<file path="config.mk">
export PLATFORM = sky130hd
export DESIGN_NAME = mux4_rr_arbiter
export DESIGN_NICKNAME = d
export VERILOG_FILES = /design/src/rtl/mux_arb_pkg.sv /design/src/rtl/mux4_w.sv /design/src/rtl/mux4_rr_arbiter.sv
export SDC_FILE = /design/constraint.sdc
export NUM_CORES = 1
export LEC_CHECK = 0
export CELL_PAD_IN_SITES_DETAIL_PLACEMENT = 2
export CELL_PAD_IN_SITES_GLOBAL_PLACEMENT = 2
export CORE_MARGIN = 1
export CORE_UTILIZATION = 24
export CTS_BUF_LIST = sky130_fd_sc_hd__clkbuf_8
export DETAILED_ROUTE_END_ITERATION = 12
export PLACE_DENSITY_LB_ADDON = 0.3
export SETUP_SLACK_MARGIN = 0.4
export SLEW_MARGIN = 40
export SYNTH_ARGS = -nofsm -noshare
export SYNTH_HDL_FRONTEND = slang
export SYNTH_SLANG_ARGS = --single-unit
</file>
<file path="constraint.sdc">
create_clock -name clk -period 1.9 [get_ports clk]
set_input_delay 0.38 -clock clk [delete_from_list [all_inputs] [get_ports clk]]
set_output_delay 0.38 -clock clk [all_outputs]
set_load 0.005 [all_outputs]
</file>
<file path="src/rtl/mux_arb_pkg.sv">
// rtl/mux_arb_pkg.sv - shared constants, state encoding and round-robin pick for the 4:1 arbiter
package mux_arb_pkg;

    localparam int NREQ = 4;

    typedef enum logic [1:0] {
        IDLE = 2'd0,
        BUSY = 2'd1,
        GAP  = 2'd2
    } arb_state_e;

    // First set request bit searching p, p+1, p+2, p+3 with 2-bit wrap.
    // Callers only use the result when at least one request bit is set.
    function automatic logic [1:0] rr_pick(input logic [NREQ-1:0] r, input logic [1:0] p);
        logic [1:0] idx;
        logic       found;
        rr_pick = p;
        found   = 1'b0;
        for (int i = 0; i < NREQ; i++) begin
            idx = p + 2'(i);
            if (!found && r[idx]) begin
                rr_pick = idx;
                found   = 1'b1;
            end
        end
    endfunction

endpackage

</file>
<file path="src/rtl/mux4_w.sv">
// rtl/mux4_w.sv - combinational W-bit 4:1 select
// Ports: din  - four packed W-bit inputs, input k at din[k*W +: W]
//        sel  - encoded select
//        data - selected input
module mux4_w #(
    parameter int W = 8
) (
    input  logic [4*W-1:0] din,
    input  logic [1:0]     sel,
    output logic [W-1:0]   data
);

    always_comb begin
        data = din[sel*W +: W];
    end

endmodule

</file>
<file path="src/rtl/mux4_rr_arbiter.sv">
// rtl/mux4_rr_arbiter.sv - round-robin arbiter sequencing a shared 4:1 mux datapath
// Optional feature macro: MUX4_ARB_LOCK_EN (adds lock input suppressing the hold timeout)
// Ports: clk, rst_n (async active-low)
//        req   - level request per requester, held until served
//        lock  - (MUX4_ARB_LOCK_EN only) suppresses timeout release while busy
//        din   - packed inputs, requester k at din[k*W +: W]
//        gnt   - registered one-hot grant
//        sel   - registered encoded owner
//        busy  - high while a grant is active
//        dout  - selected din slice while busy, else 0
module mux4_rr_arbiter
    import mux_arb_pkg::*;
#(
    parameter int W        = 8,
    parameter int MAX_HOLD = 8
) (
    input  logic              clk,
    input  logic              rst_n,
    input  logic [NREQ-1:0]   req,
`ifdef MUX4_ARB_LOCK_EN
    input  logic              lock,
`endif
    input  logic [NREQ*W-1:0] din,
    output logic [NREQ-1:0]   gnt,
    output logic [1:0]        sel,
    output logic              busy,
    output logic [W-1:0]      dout
);

    localparam int HW = (MAX_HOLD > 1) ? $clog2(MAX_HOLD) : 1;
    localparam bit TIMEOUT_ON = (MAX_HOLD != 0);
    localparam logic [HW-1:0] HOLD_SAT = (MAX_HOLD > 0) ? HW'(MAX_HOLD - 1) : '0;

    arb_state_e      state_q, state_d;
    logic [1:0]      ptr_q, ptr_d;
    logic [HW-1:0]   hold_cnt_q, hold_cnt_d;
    logic [NREQ-1:0] gnt_q, gnt_d;
    logic [1:0]      sel_q, sel_d;
    logic            busy_q, busy_d;

    logic [1:0]      pick;
    logic            timeout_en;
    logic            timeout;
    logic [W-1:0]    mux_data;

`ifdef MUX4_ARB_LOCK_EN
    assign timeout_en = !lock;
`else
    assign timeout_en = 1'b1;
`endif

    assign pick = rr_pick(req, ptr_q);

    // Forced rotation only when the owner has used its full budget and
    // someone else is actually waiting; a sole requester keeps the grant.
    assign timeout = TIMEOUT_ON && (hold_cnt_q == HOLD_SAT)
                     && (|(req & ~gnt_q)) && timeout_en;

    always_comb begin
        state_d    = state_q;
        ptr_d      = ptr_q;
        hold_cnt_d = hold_cnt_q;
        gnt_d      = gnt_q;
        sel_d      = sel_q;
        busy_d     = busy_q;
        case (state_q)
            IDLE: begin
                if (|req) begin
                    state_d    = BUSY;
                    gnt_d      = NREQ'(1) << pick;
                    sel_d      = pick;
                    busy_d     = 1'b1;
                    hold_cnt_d = '0;
                end
            end
            BUSY: begin
                if (!req[sel_q] || timeout) begin
                    state_d = GAP;
                    gnt_d   = '0;
                    busy_d  = 1'b0;
                    ptr_d   = sel_q + 2'd1;
                end else if (TIMEOUT_ON && hold_cnt_q != HOLD_SAT) begin
                    hold_cnt_d = hold_cnt_q + 1'b1;
                end
            end
            GAP: begin
                // Turnaround cycle: requests are deliberately not sampled here.
                state_d = IDLE;
            end
            default: begin
                state_d = IDLE;
                gnt_d   = '0;
                busy_d  = 1'b0;
            end
        endcase
    end

    always_ff @(posedge clk or negedge rst_n) begin
        if (!rst_n) begin
            state_q    <= IDLE;
            ptr_q      <= '0;
            hold_cnt_q <= '0;
            gnt_q      <= '0;
            sel_q      <= '0;
            busy_q     <= 1'b0;
        end else begin
            state_q    <= state_d;
            ptr_q      <= ptr_d;
            hold_cnt_q <= hold_cnt_d;
            gnt_q      <= gnt_d;
            sel_q      <= sel_d;
            busy_q     <= busy_d;
        end
    end

    mux4_w #(.W(W)) u_mux (
        .din  (din),
        .sel  (sel_q),
        .data (mux_data)
    );

    assign gnt  = gnt_q;
    assign sel  = sel_q;
    assign busy = busy_q;
    assign dout = busy_q ? mux_data : '0;

endmodule

</file>
==> flow_summary.ini <==
[setup_path]
path_delay_family = multiplexers
start_kind = flip-flop
cp_max_fo = 5
critPathBufInv = 3
crit_path_end_kind = output port
cp_slowest_stage_delay_ns = 0.49
cp_data_required_time_ns = 1.52
cpMaxStageDelayCell = mux4_2
crit_chain = buf_6 > buf_4 > mux4_2 > and2_4 > buf_2
worstSetupPathType = flip-flop to output port
cp.arrival_ns = 1.68

[synth]
synth_seq_cells = 14
synth_ff_type = dfrtp_1
synth_edf_count = 0
ys_seq_area_share_pct = 34.1
async_flop_share_pct = 100
synth_area_mm2 = 0.00103
synth.largest_area_cell = dfrtp_1
avgSynthCellArea_um2 = 10.9
synth_cells = 94
yosysWarnings = 0
synth_top_area_share_pct = 34.1
synth_cell_types = 30
synthTopCellsByArea = dfrtp_1, mux4_2, and2_1
syn_nets = 134

[timing]
finalCriticalPeriod_ns = 2.06
relSlewSlack_pct = 53.2
min_period_over_period_pct = 109
final_max_slew_viol_count = 0
fmax_mhz = 485
hold_viol = 0
rsz0062_at_grt = true
worst_pin_slew_ns = 0.699
whs_ns = 0.495
finClkSkew_ns = 0.00715
setup_viol = 8
setup_slack_ns = -0.162
tns_ns = -1.10

[detailed_routing]
wl_mm = 4.93
ant_nets = 0
firstDrtPassIters = 4
num_vias = 1139
vias_per_cell = 5.08
wl_per_cell_um = 22.0
first_iter_violations = 58
drc = 0

[global_route]
overflow = 0
grt_pass1_vias = 1272
grt_first_pass_wirelength_mm = 6.84
grt_usage_pct = 21.2
grt_max_degree = 15
antenna_found_initial = 0

[clocking]
root_buffer = clkbuf_8
clock_path_buffers = 2
cts_buffers = 3
cts_tree = done
clk_pin_slew_worst_paths_ns = 0.07
htree_num_levels = 1
clkSinkCount = 14
worstSkewPairLatency_ns = 0.27

[die]
die_h_um = 67.5
die_width_um = 67.5
io_pins = 53
die-area_mm2 = 0.00455
rows = 23
start_util_pct = 25.3
coreArea_mm2 = 0.00406

[finish]
n_antenna_cell = 0
final_cell_mix = clkdlybuf4s50_1, buf_6, dfrtp_1, buf_4, nand2_1
fillers = 418
final_layout_size_suffix_gt1_share_pct = 44.3
area_delta_synth_final_pct = 95.5
final_common_cell = clkdlybuf4s50_1
fin_nets = 215

[status]
violations = negative setup slack
status = complete, but fails checks

[placement]
gp_congestion = 0.741
port_buffers = 52
dp_slack_ns = -0.373
dp_hpwl_mm = 3.14

[worst_hold_path]
hp-class = flip-flop to flip-flop

[flow_run]
maxCapViolCount = 0

[power_and_ir_drop]
powerDensity_mw_per_mm2 = 1540
p_leak_uw = 0.000901
ir_drop_v = 0.000728
-- cell type report --
type	instances	area [µm²]	area share, %
multi-input combinational	71	762	37.9
timing repair buffer	78	753	37.5
sequential	14	352	17.5
tap	50	62.6	3.11
clock buffer	4	55.1	2.74
inverter	7	26.3	1.31
-- worst reg2reg max path: cells and delay by family (launching register included) --
kind            cells  cell delay (ns)
compound gates      2             0.48
mux                 1             0.38
flops               1             0.41
buf+inv             4             0.45
-- synth_stat cells, types with 2 or more instances --
cell type and instances:
o21ai_0 5, o32ai_1 4, mux4_2 9, mux2i_1 5, a21oi_1 2, and2_1 8
ha_1 2, nand2_1 12, dfrtp_1 14, nor2b_1 7, inv_1 7
-- path summary, 6_finish.rpt --
| kind | start | end | slack, ns | depth (start not counted) |
|---|---|---|---|---|
| setup / recovery | sel[0] | dout[1] | -0.16 | 5 |
| hold / removal | hold_cnt_q[0] | hold_cnt_q[0] | 0.50 | 1 |
| setup reg to reg | sel[0] | gnt[1] | 0.04 | 7 |
| hold reg to reg | hold_cnt_q[0] | hold_cnt_q[0] | 0.50 | 1 |
| max in group asynchronous | rst_n | busy | 0.88 | 1 |
| min in group asynchronous | rst_n | hold_cnt_q[1] | 0.53 | 1 |
-- sequential cells by signal (all words and copies together), names as in the netlist --
name,flops
busy,1
gnt,4
hold_cnt_q,3
ptr_q,2
sel,2
state_q,2
-- report_power, final --
group	switching (µW)	total (µW)	internal (µW)
Sequential	106	541	436
Combinational	986	2240	1260
Clock	133	318	185
-- routing by layer --
layer	vias to the layer above	routed length, µm	track usage (%)	share of wire [%]
met4	0	76	7.98	1.5
met5	-	0	0	0
met2	45	2680	36.9	54
met1	578	1880	25.1	38
met3	7	292	4.56	5.9
li1	509	-	-	-
-- cells by family after synthesis --
family / share of synthesized area (%)
xor gates and xnor gates: 0.852
and+or+nand+nor: 16.7
AOI/OAI and AO/OA: 16.9
muxes: 24.6
DFF: 34.1
adders and majority gates: 2.43
buffers and inverters: 4.50
-- per-stage QoR --
step / std cells / util [%] / total power, µW / instance area, µm²
floorplan: 94 / - / 1380 / 1040
global placement: 203 / 41.1 / 1990 / 1670
detailed placement: 203 / 41.1 / 2080 / 1670
CTS: 221 / 47.5 / 2830 / 1930
global route: 224 / 49.6 / 3310 / 2010
finish: 224 / 49.6 / 3100 / 2010
-- what timing repair did --
action                     in CTS  in global routing
buffers inserted               13                  3
hold buffers                    0                  0
pin swaps                      14                  6
setup endpoints to repair      29                 24
gates resized for setup        75                 21
cloned                          1                  0
Note: power is estimated with default switching activity, not from simulation.
